==> config.mk <==
export PLATFORM = sky130hd
export DESIGN_NAME = pc_target_unit
export DESIGN_NICKNAME = d
export VERILOG_FILES = /design/src/rtl/pc_target_unit.sv
export SDC_FILE = /design/constraint.sdc
export NUM_CORES = 1
export LEC_CHECK = 0
export CORE_MARGIN = 3
export CORE_UTILIZATION = 30
export DETAILED_ROUTE_END_ITERATION = 8
export DONT_BUFFER_PORTS = 1
export PLACE_DENSITY_LB_ADDON = 0.05
export SYNTH_ARGS = -nofsm -noshare
export SYNTH_HDL_FRONTEND = slang
export SYNTH_SLANG_ARGS = --single-unit
==> constraint.sdc <==
create_clock -name clk -period 3.8 [get_ports clk]
set_input_delay 0.76 -clock clk [delete_from_list [all_inputs] [get_ports clk]]
set_output_delay 0.76 -clock clk [all_outputs]
set_load 0.01 [all_outputs]
==> src/rtl/pc_target_unit.sv <==
// Program counter with a runtime-writable branch-target table, halt state and
// a saturating count of taken branches; pc drives the instruction ROM address.
module pc_target_unit #(
    parameter int unsigned D        = 12,
    parameter int unsigned DEPTH    = 8,
    parameter int unsigned A        = $clog2(DEPTH),
    parameter int unsigned RESET_PC = 0,
    parameter int unsigned CNT_W    = 16
) (
    input  logic             clk,
    input  logic             reset,
    input  logic             stall,
    input  logic             branch_taken,
    input  logic [A-1:0]     branch_sel,
    input  logic             halt_req,
    input  logic             wr_en,
    input  logic [A-1:0]     wr_addr,
    input  logic [D-1:0]     wr_data,
    input  logic             wr_abs,
    output logic [D-1:0]     pc,
    output logic             done,
    output logic [CNT_W-1:0] taken_cnt
);

    typedef enum logic [0:0] {
        RUN    = 1'b0,
        HALTED = 1'b1
    } state_t;

    localparam logic [D-1:0] RESET_VAL = D'(RESET_PC);

    state_t         state;
    state_t         state_next;
    logic [D-1:0]   pc_next;
    logic           cnt_inc;

    logic [D-1:0]   tbl_target [DEPTH];
    logic           tbl_abs    [DEPTH];

    logic [D-1:0]   sel_target;
    logic           sel_abs;

    // Table read sees pre-write contents, so a same-cycle write is not bypassed.
    assign sel_target = tbl_target[branch_sel];
    assign sel_abs    = tbl_abs[branch_sel];

    always_comb begin
        state_next = state;
        pc_next    = pc;
        cnt_inc    = 1'b0;
        case (state)
            RUN: begin
                if (halt_req) begin
                    state_next = HALTED;
                end else if (stall) begin
                    pc_next = pc;
                end else if (branch_taken) begin
                    cnt_inc = 1'b1;
                    pc_next = sel_abs ? sel_target : pc + sel_target;
                end else begin
                    pc_next = pc + D'(1);
                end
            end
            HALTED: begin
                state_next = HALTED;
            end
            default: begin
                state_next = RUN;
            end
        endcase
    end

    always_ff @(posedge clk) begin
        if (reset) begin
            state     <= RUN;
            pc        <= RESET_VAL;
            taken_cnt <= '0;
        end else begin
            state <= state_next;
            pc    <= pc_next;
            if (cnt_inc && (taken_cnt != '1)) begin
                taken_cnt <= taken_cnt + CNT_W'(1);
            end
        end
    end

    always_ff @(posedge clk) begin
        if (reset) begin
            for (int unsigned i = 0; i < DEPTH; i++) begin
                tbl_target[i] <= '0;
                tbl_abs[i]    <= 1'b0;
            end
        end else if (wr_en) begin
            tbl_target[wr_addr] <= wr_data;
            tbl_abs[wr_addr]    <= wr_abs;
        end
    end

    assign done = (state == HALTED);

endmodule

# After elaboration in Yosys (flattened, before gate mapping)
# Memories as Yosys holds them, arrays and structs flattened.
# Cells that the tools add are included.
dict set report classes {
  n_addsub 3
  n_eq_ne 1
  n_mux 19
  bitwise 3
  n_reduce_logical 4
}
# cell n
set op_table {}
lappend op_table {{two-way mux 12 bit} 3}
lappend op_table {{adder 16 x 1 -> 16 bit, second input constant} 1}
lappend op_table {{!= test 16 bit, second input constant} 1}
lappend op_table {{two-way mux 1 bit} 13}
lappend op_table {{adder 12 x 1 -> 12 bit, second input constant} 1}
lappend op_table {{adder 12 bit} 1}
lappend op_table {{OR reduction 12 bit} 1}
lappend op_table {{two-way mux 3 bit} 2}
lappend op_table {{inverter 1 bit} 3}
lappend op_table {{AND reduction 3 bit} 1}
lappend op_table {{one-hot mux 1 bit (2 select lines)} 1}
lappend op_table {{logical AND 1 bit} 1}
lappend op_table {{OR reduction 1 bit} 1}
dict set report word_totals {
  register_bits 29
  ram_bits 104
  input_bits 25
  elab_cells 35
  memories 2
}
# memory depth word_bits read_ports rd_ports_with_merged_regs wr line_no
set mem_list {}
lappend mem_list {tbl_target 8 12 1 0 8 37} ;# logic [D-1:0] tbl_target [DEPTH];
lappend mem_list {tbl_abs 8 1 1 0 8 38} ;# logic tbl_abs [DEPTH];

# Longest topological paths before layout
# Gate-level depths: netlist (run 1).
dict set report logic_depth {
  word_depth 5
  ltp_mapped 13
}

# Worst setup path before layout (run 1)
# No wires, ideal clock.
dict set report synth_path {
  path_type {input-to-reg}
  startpoint {in branch_sel[0]}
  endpoint {reg pc[11]}
  t_arrival_ps 3868
  slack_ps -184
  stages 12
  n_path_buf 2
  cell_sequence {buf_2 > buf_2 > mux4_2 > mux2i_1 > inv_1 > ha_1 > a211oi_1 > o211ai_1 > a221oi_1 > xor2_1 > or3_1 > a31o_2}
}
dict set report synth_between {
  elab_chain_cells 4
  word_cells_on_any_way 5
  cone_classes {1 x add/sub; 2 x mux; 2 x memory}
}
# item line_no
set synth_rtl {}
lappend synth_rtl {{start: declaration} 14} ;# input logic [A-1:0] branch_sel,
lappend synth_rtl {{memory read (8 x 12 bit)} --}
lappend synth_rtl {{adder 12 bit} 59} ;# pc_next = sel_abs ? sel_target : pc + sel_target;
lappend synth_rtl {{two-way mux 12 bit *} 59}
lappend synth_rtl {{two-way mux 12 bit *} 57} ;# end else if (branch_taken) begin
lappend synth_rtl {{end signal: assignment} 80} ;# pc <= pc_next;
lappend synth_rtl {{end: declaration} 20} ;# output logic [D-1:0] pc,
# Every way passes the cells marked *; elsewhere a longest branch is shown, timed or not.
# A chain may end at the register's enable or synchronous reset.

# Worst setup path in the final report (run 1)
dict set report layout_path {
  startpoint {mem tbl_target[4][2]}
  endpoint {reg pc[11]}
}
dict set report layout_between {
  elab_chain_cells 4
}
# item line_no
set layout_rtl {}
lappend layout_rtl {{start: declaration} 37}
lappend layout_rtl {{memory read (8 x 12 bit)} --}
lappend layout_rtl {{adder 12 bit} 59}
lappend layout_rtl {{two-way mux 12 bit} 59}
lappend layout_rtl {{two-way mux 12 bit} 57}
# No other way between the ends.

==> impl_metrics.py, run 1 <==
metrics = {
    "detailed_routing": {
        "antenna_left": 0,
        "drtIter0Drc": 252,
        "vias_per_cell": 5.21,
        "dr_total_vias": 4490,
        "drt-pass1-iter-count": 4,
        "wl_per_cell_um": 22.0,
        "remaining_drc_errors": 0,
        "totalWireLength_mm": 19.0,
    },
    "power_and_ir_drop": {
        "powerDensity_mw_per_mm2": 482,
        "vdd_ir_drop_max_mv": 0.270,
        "p_leak_nw": 2.80,
        "power_mw": 3.79,
    },
    "place": {
        "gp_congestion": 0.798,
        "numPortBuffers": 0,
        "placed_area_mm2": 0.00724,
        "dp.final_hpwl_mm": 12.1,
    },
    "sta": {
        "worst_pin_slew_ns": 0.767,
        "setup_violations": 0,
        "tns_ns": 0,
        "finalMaxSlewViolations": 0,
        "hold_viol_final": 0,
        "fin_crit_sh_pct": 83.7,
        "rsz0062_at_grt": "false",
        "finClkSkew_ns": 0.00986,
        "fmax_mhz": 314,
        "slew-limit-headroom_pct": 47.4,
        "layout_min_cycle_time_ns": 3.18,
    },
    "clock_tree": {
        "cts_sinks": 133,
        "cts_setup_buffers": 0,
        "cts_tree": "yes",
        "ctsHoldBuffers": 0,
        "post_cts_resized": 0,
        "clockBufferDepth": 2,
        "cts_buffers": 17,
        "clock_latency_ns": 0.42,
        "htreeDepth": 4,
        "cts-root-buf": "clkbuf_16",
        "cts.clk_slew.worst_paths_ns": 0.07,
    },
    "synthesis": {
        "ys_seq_elements": 133,
        "syn_nets": 606,
        "yosys.area_share.simple_pct": 19.6,
        "ys_types": 58,
        "avgSynthCellArea_um2": 12.2,
        "yosysSeqAreaShare_pct": 53.5,
        "synth_xor_area_share_pct": 2.28,
        "synthFlopType": "edfxtp_1",
        "synthMuxAreaShare_pct": 12.3,
        "syn-cell-area_mm2": 0.00692,
        "synth_compound_area_share_pct": 7.62,
        "ys_warn_count": 0,
        "syn-instance-count": 567,
        "synth_top_family_by_area": "simple AND/OR/NAND/NOR gates",
        "synthAdderAreaFrac_pct": 2.64,
        "synth_edf_count": 104,
        "async_reset_ff_share_pct": 0,
    },
    "finish": {
        "fillers": 2155,
        "final_cell_area_mm2": 0.00787,
        "area_growth_pct": 13.8,
        "diodes": 0,
        "drive_gt1_share_pct": 16.7,
        "nNetsFinal": 608,
        "fin_util_pct": 35.4,
    },
    "worst_setup_path": {
        "crit_top_cell": "o211ai_1",
        "cp-start-kind": "register",
        "worstPathRequired_ns": 4.11,
        "crit_family": "compound AO/OA/AOI/OAI gates",
        "cp-end-kind": "register",
        "crit_path_top_delay_cell": "mux4_2",
        "worst-setup-path-type": "register to register",
        "worst_ep_arrival_time_ns": 3.49,
        "crit_buf_inv": 0,
        "crit_chain": "mux4_2 > mux2_2 > ha_1 > o211ai_1 > o211ai_1 > a221oi_1 > xor2_1 > or3_1 > a31o_2",
        "cpPeakStageDelay_ns": 0.48,
        "worstPathMaxFanout": 4,
    },
    "global_route": {
        "grt_pass1_wl_mm": 28.9,
        "antenna_found_initial": 0,
        "grt_pass1_vias": 4642,
        "grt_usage_pct": 16.0,
        "grt_max_degree": 44,
        "grt-ovfl-total": 0,
    },
    "job": {
        "drv_cap": 0,
    },
    "floorplan": {
        "rows": 54,
        "chipWidth_um": 158,
        "pin_count": 54,
        "start_util_pct": 31.1,
        "core_mm2": 0.0222,
        "die_h_um": 158,
        "die_area_mm2": 0.0249,
    },
    "status": {
        "status": "finished, final reports clean",
    },
    "min_path": {
        "hold_path_class": "input pin to register",
    },
}
[cells in the mapped netlist (7+ instances only)]
cell	instances	area share, %
mux4_2	27	8.8
mux2i_1	9	1.3
a31oi_1	7	0.63
or2_2	10	0.90
and2_1	110	9.9
a21oi_1	22	1.6
clkbuf_1	19	1.0
o21ai_0	23	1.7
mux2_2	10	1.6
nor2_1	31	1.7
dfxtp_1	29	8.4
ha_1	13	2.4
nand4_1	7	0.63
xor2_1	13	1.6
nand3_1	8	0.58
nand2b_1	8	0.72
edfxtp_1	104	45
and3_1	11	0.99
nand2_1	25	1.4
[kinds of logic (layout without fill, tap and decap cells)]
logic type / count (synthesis) / count (layout)
AO/OA/AOI/OAI: 83 / 83
flip-flops: 133 / 133
buffers and inverters: 34 / 49
AND/OR/NAND/NOR: 237 / 237
XOR/XNOR: 18 / 18
adder cells (fa/ha/maj): 14 / 14
multiplexers: 48 / 48
[cell type report]
| class | count | area, um2 | area share, % |
|---|---|---|---|
| clock inverter | 14 | 200 | 2.54 |
| timing repair buffer | 12 | 90.1 | 1.14 |
| sequential | 133 | 3700 | 47.0 |
| inverter | 5 | 18.8 | 0.238 |
| multi-input combinational | 400 | 3080 | 39.1 |
| tap | 280 | 350 | 4.45 |
| clock buffer | 18 | 429 | 5.45 |
[stage by stage]
step | setup slack (ns) | hold slack (ns) | std cells
after floorplan | 0.0705 | 0.510 | 567
after global placement | 0.256 | 0.525 | 830
after detailed placement | 0.201 | 0.544 | 830
after CTS | 0.607 | 0.386 | 862
after global routing | 0.362 | 0.382 | 862
final | 0.618 | 0.406 | 862
[final timing paths]
check              startpoint            to  slack, ns  cells after the start
min                     reset         pc[7]       0.41                      1
min reg2reg      taken_cnt[6]  taken_cnt[6]       0.55                      2
max reg2reg  tbl_target[4][2]        pc[11]       0.62                      9
max          tbl_target[4][2]        pc[11]       0.62                      9
[sequential cells by signal, indices dropped and copies added, names as in the netlist]
name	count
tbl_target	96
tbl_abs	8
pc	12
taken_cnt	16
done	1
[worst reg2reg max path, delay by kind of cell (launching register included)]
kind / cells / cell delay (ns)
xor+xnor: 1 / 0.13
simple gates: 1 / 0.36
mux: 2 / 0.82
flops: 1 / 0.39
fa+ha+maj: 1 / 0.35
compound gates: 4 / 1.02
[per-layer routing]
metal	global-route usage [%]	routed length (um)	vias up
li1	-	-	2116
met1	20.1	8450	2262
met2	27.3	9500	89
met3	3.80	708	23
met4	4.79	300	0
met5	0	0	-
[power breakdown]
group	switching, mW	internal [mW]	leakage (nW)
sequential	0.0369	1.65	1.23
combinational	0.174	0.149	1.27
clock	0.679	1.11	0.304
total	0.890	2.90	2.80
[cell usage in the layout (no fill, tap or decap), drive strengths merged, types with 5 or more instances in the layout]
cell type / instances
clkbuf: 18
or2: 10
nand2: 25
o21ai: 23
a31oi: 8
edfxtp: 104
nand3: 8
mux4: 28
mux2i: 9
dfxtp: 29
or3: 5
nand2b: 8
and3: 11
inv: 8
clkinv: 6
buf: 12
nor3: 6
xor2: 13
mux2: 11
nand4: 7
xnor2: 5
a21oi: 22
ha: 13
o211ai: 5
nor2: 31
and2: 110
No activity file was read; power rests on OpenSTA's default activity.
==> inputs of run 2 (changes only) <==
--- a/config.mk
+++ b/config.mk
@@ -5,6 +5,7 @@
 export SDC_FILE = /design/constraint.sdc
 export NUM_CORES = 1
 export LEC_CHECK = 0
+export ABC_AREA = 1
 export CORE_MARGIN = 3
 export CORE_UTILIZATION = 30
 export DETAILED_ROUTE_END_ITERATION = 8
==> constraint.sdc (replaced) <==
create_clock -name clk -period 2.6 [get_ports clk]
set_input_delay 0.52 -clock clk [delete_from_list [all_inputs] [get_ports clk]]
set_output_delay 0.52 -clock clk [all_outputs]
set_load 0.01 [all_outputs]
==> impl_metrics.py, run 2 <==
metrics = {
    "clock_tree": {
        "clockBufferDepth": 2,
        "htreeDepth": 4,
        "cts_setup_buffers": 0,
        "cts.clk_slew.worst_paths_ns": 0.07,
        "cts_tree": "yes",
        "cts-root-buf": "clkbuf_16",
        "ctsHoldBuffers": 0,
        "cts_sinks": 133,
        "clock_latency_ns": 0.42,
        "cts_buffers": 17,
    },
    "synthesis": {
        "syn_nets": 820,
        "synthFlopType": "edfxtp_1",
        "ys_seq_elements": 133,
        "yosysSeqAreaShare_pct": 54.1,
        "ys_top_cells_by_count": "nor2_1 (196), nand2_1 (111), edfxtp_1 (104)",
        "avgSynthCellArea_um2": 8.76,
        "async_reset_ff_share_pct": 0,
        "synth_most_common_cell": "nor2_1",
        "synth_top_area_share_pct": 45.7,
        "ys_types": 46,
        "yosys-top-cells-area": "edfxtp_1 (46%), nor2_1 (11%), dfxtp_1 (8.5%), nand2_1 (6.1%), o21ai_0 (5.2%)",
        "syn-instance-count": 781,
        "synth_top_area_cell": "edfxtp_1",
        "synth_edf_count": 104,
        "syn-cell-area_mm2": 0.00684,
        "ys_warn_count": 0,
    },
    "worst_setup_path": {
        "worst-setup-path-type": "register to register",
        "cp-start-kind": "register",
        "reg2reg_depth": 12,
        "worst_ep_arrival_time_ns": 2.61,
        "r2r_slack_ns": 0.28,
        "worstPathRequired_ns": 2.89,
        "r2r_end": "pc[5]",
        "r2r_start": "tbl_target[1][0]",
        "cp-end-kind": "register",
        "worstPathMaxFanout": 4,
    },
    "power_and_ir_drop": {
        "vdd_ir_drop_max_mv": 0.410,
        "power_mw": 5.48,
        "powerDensity_mw_per_mm2": 684,
        "p_leak_nw": 3.17,
    },
    "floorplan": {
        "pin_count": 54,
        "chipWidth_um": 157,
        "die_area_mm2": 0.0246,
        "core_mm2": 0.0221,
        "rows": 54,
        "start_util_pct": 31.0,
        "die_h_um": 157,
    },
    "global_route": {
        "grt-ovfl-total": 0,
        "antenna_found_initial": 0,
        "grt_pass1_vias": 5426,
        "grt_max_degree": 55,
        "grt_pass1_wl_mm": 31.5,
        "grt_usage_pct": 16.7,
    },
    "sta": {
        "setup_violations": 0,
        "rsz0062_at_grt": "false",
        "fin_crit_sh_pct": 89.2,
        "hold_viol_final": 0,
        "finClkSkew_ns": 0.0125,
        "layout_min_cycle_time_ns": 2.32,
        "finalMaxSlewViolations": 0,
        "slew-limit-headroom_pct": 50.2,
        "fmax_mhz": 431,
        "worst_pin_slew_ns": 0.745,
        "tns_ns": 0,
    },
    "detailed_routing": {
        "drt-pass1-iter-count": 5,
        "vias_per_cell": 4.97,
        "antenna_left": 0,
        "totalWireLength_mm": 20.2,
        "drtIter0Drc": 300,
        "remaining_drc_errors": 0,
        "dr_total_vias": 5499,
        "wl_per_cell_um": 18.3,
    },
    "finish": {
        "biggestRegsByFlops": "tbl_target: 96 flops, taken_cnt: 16 flops, pc: 12 flops",
        "diodes": 0,
        "mostFrequentLayoutCell": "nor2_1",
        "layout_common_cells": "nor2_1 (195), nand2_1 (109), edfxtp_1 (104)",
        "drive_gt1_share_pct": 13.3,
        "top_register": "tbl_target",
        "final_cells": 1106,
        "nNetsFinal": 853,
        "area_growth_pct": 17.1,
        "largest_register_ffs": 96,
        "fin_util_pct": 36.3,
    },
    "place": {
        "dp.final_hpwl_mm": 14.2,
        "place_inst": 1075,
        "numPortBuffers": 0,
        "gp_congestion": 0.832,
    },
    "min_path": {
        "min_path_cells": 1,
        "holdCritStartpoint": "reset",
        "hold_path_class": "input pin to register",
        "min_to": "taken_cnt[5]",
    },
    "status": {
        "status": "finished, final reports clean",
    },
    "job": {
        "drv_cap": 0,
    },
}
run 2: cell types whose count changed after synthesis, moves of 14 or more:
| cell | change |
|---|---|
| and2_1 | -110 |
| nand3_1 | +19 |
| inv_1 | +52 |
| o21ai_0 | +48 |
| nand2_1 | +86 |
| a21oi_1 | +17 |
| o22ai_1 | +14 |
| mux4_2 | -27 |
| nor2_1 | +165 |
run 2: routing by layer:
layer | track usage, % | vias up | part of all wire (%)
li1 | - | 2706 | -
met1 | 21.7 | 2679 | 46
met2 | 28.9 | 106 | 49
met3 | 3.79 | 8 | 4.4
met4 | 3.13 | 0 | 0.52
met5 | 0 | - | 0
run 2: power by group:
part	total, mW	switching (mW)	internal (mW)
combinational	0.606	0.380	0.226
clock	2.40	0.981	1.42
sequential	2.47	0.0634	2.41
total	5.48	1.42	4.05
run 2: through the flow:
step                hold slack (ns)  area (um2)  setup WS (ns)
finish                        0.164        8010          0.280
CTS                           0.146        7990          0.180
floorplan                     0.500        6850        -0.0379
detailed placement            0.542        7410         -0.251
global route                  0.147        8010         0.0204
global placement              0.538        7410         -0.218
run 2: worst max-delay path by stage:
stage | startpoint | end | slack [ns] | cells after the start
after global placement | branch_sel[0] | pc[9] | -0.22 | 17
after detailed placement | branch_sel[0] | pc[9] | -0.25 | 17
after CTS | tbl_target[0][2] | pc[9] | 0.18 | 17
after floorplan | branch_sel[0] | pc[6] | -0.04 | 17
final | tbl_target[1][0] | pc[5] | 0.28 | 12
after global routing | tbl_target[2][1] | pc[9] | 0.02 | 15
run 2: what timing repair did:
item | 4_1_cts | 5_1_grt
setup endpoints to repair | 0 | 6
gates resized for setup | 0 | 7
endpoints found under the hold margin | 0 | 0
run 2: cell type report:
cell class                 count  area (um2)
tap                          280         350
multi-input combinational    549        2740
clock buffer                  17         425
fill                        2280       14100
timing repair buffer          49         393
inverter                      64         248
sequential                   133        3700
clock inverter                14         153
run 2: cells by family after synthesis:
| group | share of synthesized area, % |
|---|---|
| compound gates | 12.5 |
| xor+xnor | 2.18 |
| fa+ha+maj | 2.67 |
| buf+inv | 6.26 |
| flops | 54.1 |
| simple gates | 22.3 |
run 2: critical path: stages (launching register included):
cell and delay (ns):
edfxtp_1 0.38, o21ai_0 0.20, o22ai_1 0.10, o21ai_1 0.27, inv_1 0.08, ha_1 0.20, buf_4 0.13, nand3_1 0.07
nand2_2 0.10, a31oi_1 0.20, xnor2_1 0.09, o21ai_0 0.29, a21oi_1 0.10
==> inputs of run 3 (changes only) <==
--- a/config.mk
+++ b/config.mk
@@ -7,9 +7,10 @@
 export LEC_CHECK = 0
 export ABC_AREA = 1
 export CORE_MARGIN = 3
-export CORE_UTILIZATION = 30
+export CORE_UTILIZATION = 55
 export DETAILED_ROUTE_END_ITERATION = 8
 export DONT_BUFFER_PORTS = 1
+export HOLD_SLACK_MARGIN = 0.02
 export PLACE_DENSITY_LB_ADDON = 0.05
 export SYNTH_ARGS = -nofsm -noshare
 export SYNTH_HDL_FRONTEND = slang
==> impl_metrics.py, run 3 (synthesis gave the netlist of run 2 again) <==
metrics = {
    "status": {
        "status": "finished, final reports clean",
    },
    "detailed_routing": {
        "wl_per_cell_um": 16.6,
        "totalWireLength_mm": 16.2,
        "vias_per_cell": 5.53,
        "dr_total_vias": 5415,
        "antenna_left": 0,
        "drtIter0Drc": 493,
        "drt-pass1-iter-count": 5,
        "remaining_drc_errors": 0,
    },
    "place": {
        "dp.final_hpwl_mm": 11.5,
        "numPortBuffers": 0,
        "gp_congestion": 0.874,
    },
    "worst_setup_path": {
        "crit_chain": "o21ai_0 > o22ai_1 > o21ai_2 > inv_1 > ha_1 > nand3_1 > nand2_1 > nand2_1 > nand3_1 > nand2_1 > nand3_1 > nand2_1 > nand2_1 > o21ai_0 > a21oi_1",
        "crit_path_top_delay_cell": "edfxtp_1",
        "reg2reg_depth": 15,
        "worst-setup-path-type": "register to register",
        "cp-start-kind": "register",
        "cp-end-kind": "register",
        "worstPathRequired_ns": 2.91,
        "crit_top_cell": "nand2_1",
        "worst_ep_arrival_time_ns": 2.62,
        "worstPathMaxFanout": 4,
        "cpPeakStageDelay_ns": 0.40,
        "r2r_slack_ns": 0.28,
    },
    "global_route": {
        "grt_pass1_wl_mm": 26.2,
        "grt-ovfl-total": 0,
        "grt_max_degree": 55,
        "grt_usage_pct": 23.9,
        "antenna_found_initial": 0,
        "grt_pass1_vias": 5173,
    },
    "finish": {
        "layout_common_cells": "nor2_1 (196), nand2_1 (111), edfxtp_1 (104)",
        "diodes": 0,
        "nNetsFinal": 839,
        "largest_register_ffs": 96,
        "area_growth_pct": 12.9,
        "mostFrequentLayoutCell": "nor2_1",
        "multi_input_area_mm2": 0.00272,
        "fin_util_pct": 64.0,
        "drive_gt1_share_pct": 11.1,
        "top_register": "tbl_target",
        "fillers": 972,
        "seq_area_mm2": 0.00370,
        "biggestRegsByFlops": "tbl_target: 96 flops, taken_cnt: 16 flops, pc: 12 flops",
    },
    "min_path": {
        "min_path_cells": 1,
        "hold_path_class": "input pin to register",
    },
    "power_and_ir_drop": {
        "seqPwrFrac_pct": 46.5,
        "p_int_mw": 4.01,
        "p_clk_share_pct": 43.2,
        "swShare_pct": 24.5,
        "p_comb_share_pct": 10.3,
        "power_mw": 5.31,
        "p_leak_nw": 3.09,
        "power_switching_mw": 1.30,
        "powerDensity_mw_per_mm2": 688,
        "vdd_ir_drop_max_mv": 0.555,
    },
    "sta": {
        "rsz0062_at_grt": "false",
        "hold_viol_final": 0,
        "fmax_mhz": 432,
        "finalMaxSlewViolations": 0,
        "finClkSkew_ns": 0.00560,
        "slew-limit-headroom_pct": 55.5,
        "fin_crit_sh_pct": 89.0,
        "setup_violations": 0,
        "tns_ns": 0,
        "worst_pin_slew_ns": 0.665,
        "layout_min_cycle_time_ns": 2.32,
        "hold_ws_ns": 0.163,
    },
    "floorplan": {
        "start_util_pct": 56.7,
        "core_mm2": 0.0121,
        "chipWidth_um": 118,
        "pin_count": 54,
        "die_h_um": 118,
        "rows": 40,
        "die_area_mm2": 0.0138,
    },
    "clock_tree": {
        "cts_sinks": 133,
        "cts_buffers": 17,
        "clock_latency_ns": 0.42,
        "cts_tree": "yes",
        "cts.clk_slew.worst_paths_ns": 0.06,
        "ctsHoldBuffers": 0,
        "cts-root-buf": "clkbuf_16",
        "clockBufferDepth": 2,
        "htreeDepth": 4,
    },
    "job": {
        "drv_cap": 0,
    },
}
## run 3: what timing repair did
item,CTS,global route
buffers inserted,0,0
resized for setup,0,4
endpoints found under the setup margin,0,3
## run 3: final cells by class
class	instances	share of cell area, %
multi-input cells	549	35.3
well taps	168	2.72
inverters	64	3.21
clock inverters	12	1.70
flip-flops and latches	133	48.0
clock buffers	19	5.61
repair buffers	35	3.56
## run 3: worst max-delay path: cells and delay by family (launching register included)
kind / cells / cell delay, ns
simple gates: 8 / 0.69
compound gates: 5 / 0.77
buf+inv: 1 / 0.08
flops: 1 / 0.40
fa+ha+maj: 1 / 0.27
## run 3: power by group through the flow
stage | Clock, mW | Combinational [mW] | Sequential [mW]
6_report | 2.30 | 0.547 | 2.47
5_1_grt | 2.40 | 0.616 | 2.48
4_1_cts | 2.31 | 0.544 | 2.47
3_3_place_gp | 0 | 0.531 | 2.51
2_1_floorplan | 0 | 0.402 | 2.49
3_5_place_dp | 0 | 0.540 | 2.51
## run 3: stage by stage
step                      cells  cell area (um2)  setup slack (ns)
after floorplan             781             6850           -0.0379
final                       980             7720             0.285
after global routing        980             7720            0.0542
after CTS                   980             7720             0.167
after global placement      949             7150            -0.147
after detailed placement    949             7150            -0.214
## run 3: path summary, 6_finish.rpt
check | startpoint | to
setup reg to reg | tbl_target[2][1] | pc[9]
hold / removal | reset | taken_cnt[5]
setup / recovery | tbl_target[2][1] | pc[9]
hold reg to reg | taken_cnt[0] | taken_cnt[0]
## run 3: per-layer routing
metal	track usage, %	vias up	routed length, um
met3	7.30	22	1340
met1	31.0	2502	7030
met4	8.21	0	197
li1	-	2677	-
met2	38.2	214	7670
met5	0	-	0
